$ cat config.mk
export PLATFORM = sky130hd
export DESIGN_NAME = aes_ecb_block_sequencer
export DESIGN_NICKNAME = d
export VERILOG_FILES = /design/src/rtl/aes_ecb_block_sequencer.sv
export SDC_FILE = /design/constraint.sdc
export NUM_CORES = 1
export LEC_CHECK = 0
export BUFFER_PORTS_ARGS = -buffer_cell sky130_fd_sc_hd__buf_2
export CAP_MARGIN = 20
export CORE_MARGIN = 1
export CORE_UTILIZATION = 35
export DETAILED_ROUTE_END_ITERATION = 8
export PLACE_DENSITY = 0.66
export SYNTH_ARGS = -nofsm -noshare
export SYNTH_HDL_FRONTEND = slang
export SYNTH_SLANG_ARGS = --single-unit
$ cat constraint.sdc
create_clock -name clk -period 4.28 [get_ports clk]
set_input_delay 0.214 -clock clk [delete_from_list [all_inputs] [get_ports clk]]
set_output_delay 0.214 -clock clk [all_outputs]
set_load 0.005 [all_outputs]
$ cat src/rtl/aes_ecb_block_sequencer.sv
// ECB sequencer: packs 16 plaintext RAM bytes per block into aes_pt, runs the AES core,
// then writes the 16 ciphertext bytes out; NUM_BLOCKS blocks per start, err on core timeout.
module aes_ecb_block_sequencer #(
   parameter int NUM_BLOCKS  = 8,
   parameter int TIMEOUT_CYC = 1024
) (
   input  logic         clk,
   input  logic         rst_n,
   input  logic         start,
   output logic         busy,
   output logic         done,
   output logic         err,
   output logic [2:0]   blk_idx,
   output logic [6:0]   pt_rd_addr,
   input  logic [7:0]   pt_rd_data,
   output logic [127:0] aes_pt,
   output logic         aes_start,
   input  logic         aes_done,
   input  logic [127:0] aes_ct,
   output logic         ct_wr_en,
   output logic [6:0]   ct_wr_addr,
   output logic [7:0]   ct_wr_data
);
   localparam int            TW       = (TIMEOUT_CYC > 1) ? $clog2(TIMEOUT_CYC) : 1;
   localparam logic [TW-1:0] TMO_LAST = TW'(TIMEOUT_CYC - 1);
   localparam logic [2:0]    BLK_LAST = 3'(NUM_BLOCKS - 1);

   typedef enum logic [2:0] {
      S_IDLE, S_LOAD, S_ISSUE, S_WAIT, S_STORE, S_NEXT, S_FIN
   } state_t;

   state_t        state, state_nxt;
   logic [4:0]    cnt;
   logic [4:0]    cap_idx;
   logic [TW-1:0] tmo;
   logic [127:0]  pt_q;
   logic [127:0]  ct_q;

   // RAM read data lags the address by one cycle, so LOAD step k captures byte k-1
   assign cap_idx = cnt - 5'd1;
   assign aes_pt  = pt_q;

   always_ff @(posedge clk or negedge rst_n) begin
      if (!rst_n) state <= S_IDLE;
      else        state <= state_nxt;
   end

   always_comb begin
      state_nxt = state;
      case (state)
         S_IDLE:  if (start) state_nxt = S_LOAD;
         S_LOAD:  if (cnt == 5'd16) state_nxt = S_ISSUE;
         S_ISSUE: state_nxt = S_WAIT;
         S_WAIT: begin
            if (aes_done)             state_nxt = S_STORE;
            else if (tmo == TMO_LAST) state_nxt = S_FIN;
         end
         S_STORE: if (cnt == 5'd15) state_nxt = S_NEXT;
         S_NEXT:  state_nxt = (blk_idx == BLK_LAST) ? S_FIN : S_LOAD;
         S_FIN:   state_nxt = S_IDLE;
         default: state_nxt = S_IDLE;
      endcase
   end

   always_comb begin
      busy       = (state != S_IDLE);
      done       = (state == S_FIN);
      aes_start  = (state == S_ISSUE);
      ct_wr_en   = (state == S_STORE);
      pt_rd_addr = {blk_idx, cnt[3:0]};
      ct_wr_addr = {blk_idx, cnt[3:0]};
      ct_wr_data = ct_q[{cnt[3:0], 3'b000} +: 8];
   end

   always_ff @(posedge clk or negedge rst_n) begin
      if (!rst_n) begin
         cnt     <= '0;
         tmo     <= '0;
         pt_q    <= '0;
         ct_q    <= '0;
         blk_idx <= '0;
         err     <= 1'b0;
      end else begin
         if ((state == S_LOAD || state == S_STORE) && state_nxt == state) cnt <= cnt + 5'd1;
         else                                                              cnt <= '0;

         if (state == S_LOAD && cnt != 5'd0)
            pt_q[{cap_idx[3:0], 3'b000} +: 8] <= pt_rd_data;

         if (state == S_WAIT) tmo <= tmo + TW'(1);
         else                 tmo <= '0;

         if (state == S_WAIT && aes_done) ct_q <= aes_ct;

         case (state)
            S_IDLE: if (start) begin
               blk_idx <= '0;
               err     <= 1'b0;
            end
            S_WAIT: if (!aes_done && tmo == TMO_LAST) err <= 1'b1;
            S_NEXT: if (blk_idx != BLK_LAST) blk_idx <= blk_idx + 3'd1;
            default: ;
         endcase
      end
   end
endmodule
==> metrics.yaml <==
run_status:
  status: "complete, no violations"
synthesis:
  yosysUniqueCellTypes: 47
  synth_adder_area_share: 0.01007
  synth.area.top_cells: "dfrtp_1 56%, mux2_2 19%, mux4_2 7.2%"
  synth_area_per_cell_um2: 14.79
  synth-seq-cells: 278
  synthArstFlopShare: 1.000
  synthSimpleGateAreaFrac: 0.06293
  synthXorXnorAreaFrac: 0.01198
  yosysTopAreaCell: "dfrtp_1"
  synth_edf_count: 0
  synth_mux_area_frac: 0.3059
  yosys_warnings: 0
  synth_nets: 990
  syn-cell-area_um2: 12430
  synth_top_family_by_area: "multiplexers"
  synth_cells: 840
  synthFlopType: "dfrtp_1"
  synth.top_cell.area_share: 0.5598
  synth-compound-area-share: 0.02235
  yosysSeqAreaShare: 0.5598
hold_path:
  holdPathStages: 2
  min_from: "pt_rd_data[2]"
  hp-class: "input port to flip-flop"
  min_to: "aes_pt[2]"
setup_path:
  reg2reg_depth: 8
  rrSetupSlack_ns: 0.94
  r2r-end: "aes_pt[34]"
  critical_path_required_ns: 4.73
  arrival_ns: 3.78
  critPathKind: "flip-flop to flip-flop"
  path_max_fanout: 13
  end_kind: "flip-flop"
  r2r-start: "cnt[0]"
  startpoint_type: "flip-flop"
pwr:
  peakVddDrop_mv: 0.3572
  power_mw: 10.44
  power_density_nw_per_um2: 621.3
  total_leakage_power_nw: 8.731
job:
  maxCapViolCount: 0
finish:
  antenna_cells: 0
  fin_nets: 1414
  synthToLayoutAreaGrowth_pct: 35.15
  drive_above_1_share: 0.5171
floorplan:
  initial_utilization: 0.3580
  die_x_um: 190.4
  fp.dieH_um: 190.4
  io_pins: 298
  core-area_um2: 34710
  design.die.area_um2: 36260
  num_rows: 68
drt:
  dr.pass1.iters: 4
  vias: 8456
  via_per_inst: 4.851
  drc: 0
  ant_nets: 0
  routedWlPerCell_um: 18.76
  drt_wl_total_um: 32690
  drtIter0Drc: 344
cts:
  cts_tree: "built"
  ctsHtreeMaxLevel: 1
  post_cts_buffers: 0
  cts_buffers: 31
  cts.sinks: 278
  clk_latency_ns: 0.57
  clock_path_buffers: 3
  root_buffer: "clkbuf_16"
  ctsResizeCount: 0
  path_clk_slew_ns: 0.06
sta:
  final-setup-viol-count: 0
  setup_tns_ns: 0
  min_period_ns: 3.338
  post-route-period-util: 0.7799
  skew_ns: 0.01618
  max_freq_mhz: 299.6
  tightest_slew_ns: 0.8761
  maxSlewHeadroom: 0.4140
  drv_slew: 0
  hold_violations: 0
  rsz0062_at_grt: "false"
placement:
  gp_congestion: 0.8015
  io_buffers: 297
  dp_hpwl_um: 22030
global_routing:
  grtUsageTotal: 0.1797
  grt_first_pass_wirelength_um: 50670
  grt_pass1_vias: 8972
  grt_max_degree: 110
  overflow: 0
  grt_antenna_before_repair: 0
==> cell usage in the layout, fill, tap and decap left out, types with 10 or more instances in the layout <==
master,netlist,routed
and2_1,12,12
ha_1,10,10
mux4_2,40,40
nor2b_1,10,10
mux2i_1,10,10
inv_1,18,18
buf_2,10,296
dlygate4sd3_1,0,138
and3_1,23,23
mux2_2,206,206
dfrtp_1,278,276
nor2_1,32,32
clkbuf_16,0,31
xor2_1,10,10
mux2_4,32,32
nand2_1,25,25
==> cells by family (layout without fill, tap and decap cells) <==
logic type	count (synthesis)	after routing
buf+inv	71	519
fa+ha+maj	10	10
flops	278	278
mux	288	288
compound gates	36	36
simple gates	140	140
xor+xnor	17	17
==> power by group <==
part	switching, mW	internal, mW	total [mW]
clock network	1.11	1.71	2.81
logic	1.83	1.90	3.73
registers	0.485	3.40	3.89
==> per-stage QoR <==
| stage | std cells | setup slack, ns | hold slack [ns] | cell area (µm²) | utilization |
|---|---|---|---|---|---|
| 2_1_floorplan | 840 | 0.9965 | -0.08159 | 12430 | - |
| 3_3_place_gp | 1548 | 0.9977 | 0.3013 | 14330 | 0.4128 |
| 3_5_place_dp | 1548 | 0.9804 | 0.3032 | 14330 | 0.4128 |
| 4_1_cts | 1743 | 0.9026 | 0.008055 | 16790 | 0.4838 |
| 5_1_grt | 1743 | 0.6790 | 0.01167 | 16790 | 0.4838 |
| 6_report | 1743 | 0.9419 | 0.03219 | 16790 | 0.4838 |
==> how the worst max path moves through the flow <==
| stage | cells past startpoint | end | start |
|---|---|---|---|
| after detailed placement | 8 | aes_pt[111] | cnt[0] |
| after global placement | 8 | aes_pt[33] | cnt[0] |
| after CTS | 4 | ct_wr_data[3] | cnt[0] |
| after floorplan | 10 | aes_pt[32] | cnt[0] |
| final | 8 | aes_pt[34] | cnt[0] |
| after global routing | 8 | aes_pt[34] | cnt[0] |
==> synth_stat cells (2+ instances only) <==
master	instances
nor2b_1	10
nor3_2	9
and2_1	12
mux2_2	206
mux2_4	32
and3_1	23
nor2_1	32
inv_1	18
dfrtp_1	278
nand2_1	25
nand3_1	8
a21oi_1	6
nand2_2	2
ha_1	10
mux4_2	40
buf_2	10
clkbuf_1	22
o21ai_0	7
buf_4	15
o21a_1	2
nand2_4	4
mux2i_1	10
nand2b_1	2
a31o_2	8
buf_1	5
xor2_1	10
a22o_1	3
nor3_1	6
xnor2_1	7
==> layout make-up <==
class	instances	area (µm²)
Fill cell	3004	17920
Sequential cell	278	6962
Multi-Input combinational cell	491	5147
Timing Repair Buffer	443	2963
Clock buffer	40	849.6
Tap cell	455	569.3
Clock inverter	17	232.7
Inverter	19	71.32
==> repair_timing <==
action	in CTS	in global routing
hold buffers	138	0
setup endpoints to repair	0	0
hold endpoints to repair	236	0
==> per-layer routing <==
layer | global-route usage | wire length, µm | up-vias
met3 | 0.03901 | 1938 | 47
met1 | 0.2257 | 13560 | 4269
met5 | 0 | 0 | -
met4 | 0.04769 | 775 | 0
li1 | - | - | 3866
met2 | 0.3115 | 16410 | 274
==> critical path, stage by stage (launching register included) <==
cell,delay (ns)
dfrtp_4,0.45
clkinv_1,0.24
ha_1,0.58
and2_1,0.24
a21oi_1,0.08
o22a_1,0.22
xor2_1,0.70
nand2_2,0.34
mux2_2,0.36
==> flip-flops by register name, indices dropped and copies added, names as in the netlist <==
name,count
state,3
aes_pt,128
err,1
ct_q,128
tmo,10
cnt,5
blk_idx,3
No activity file was read; power rests on OpenSTA's default activity.
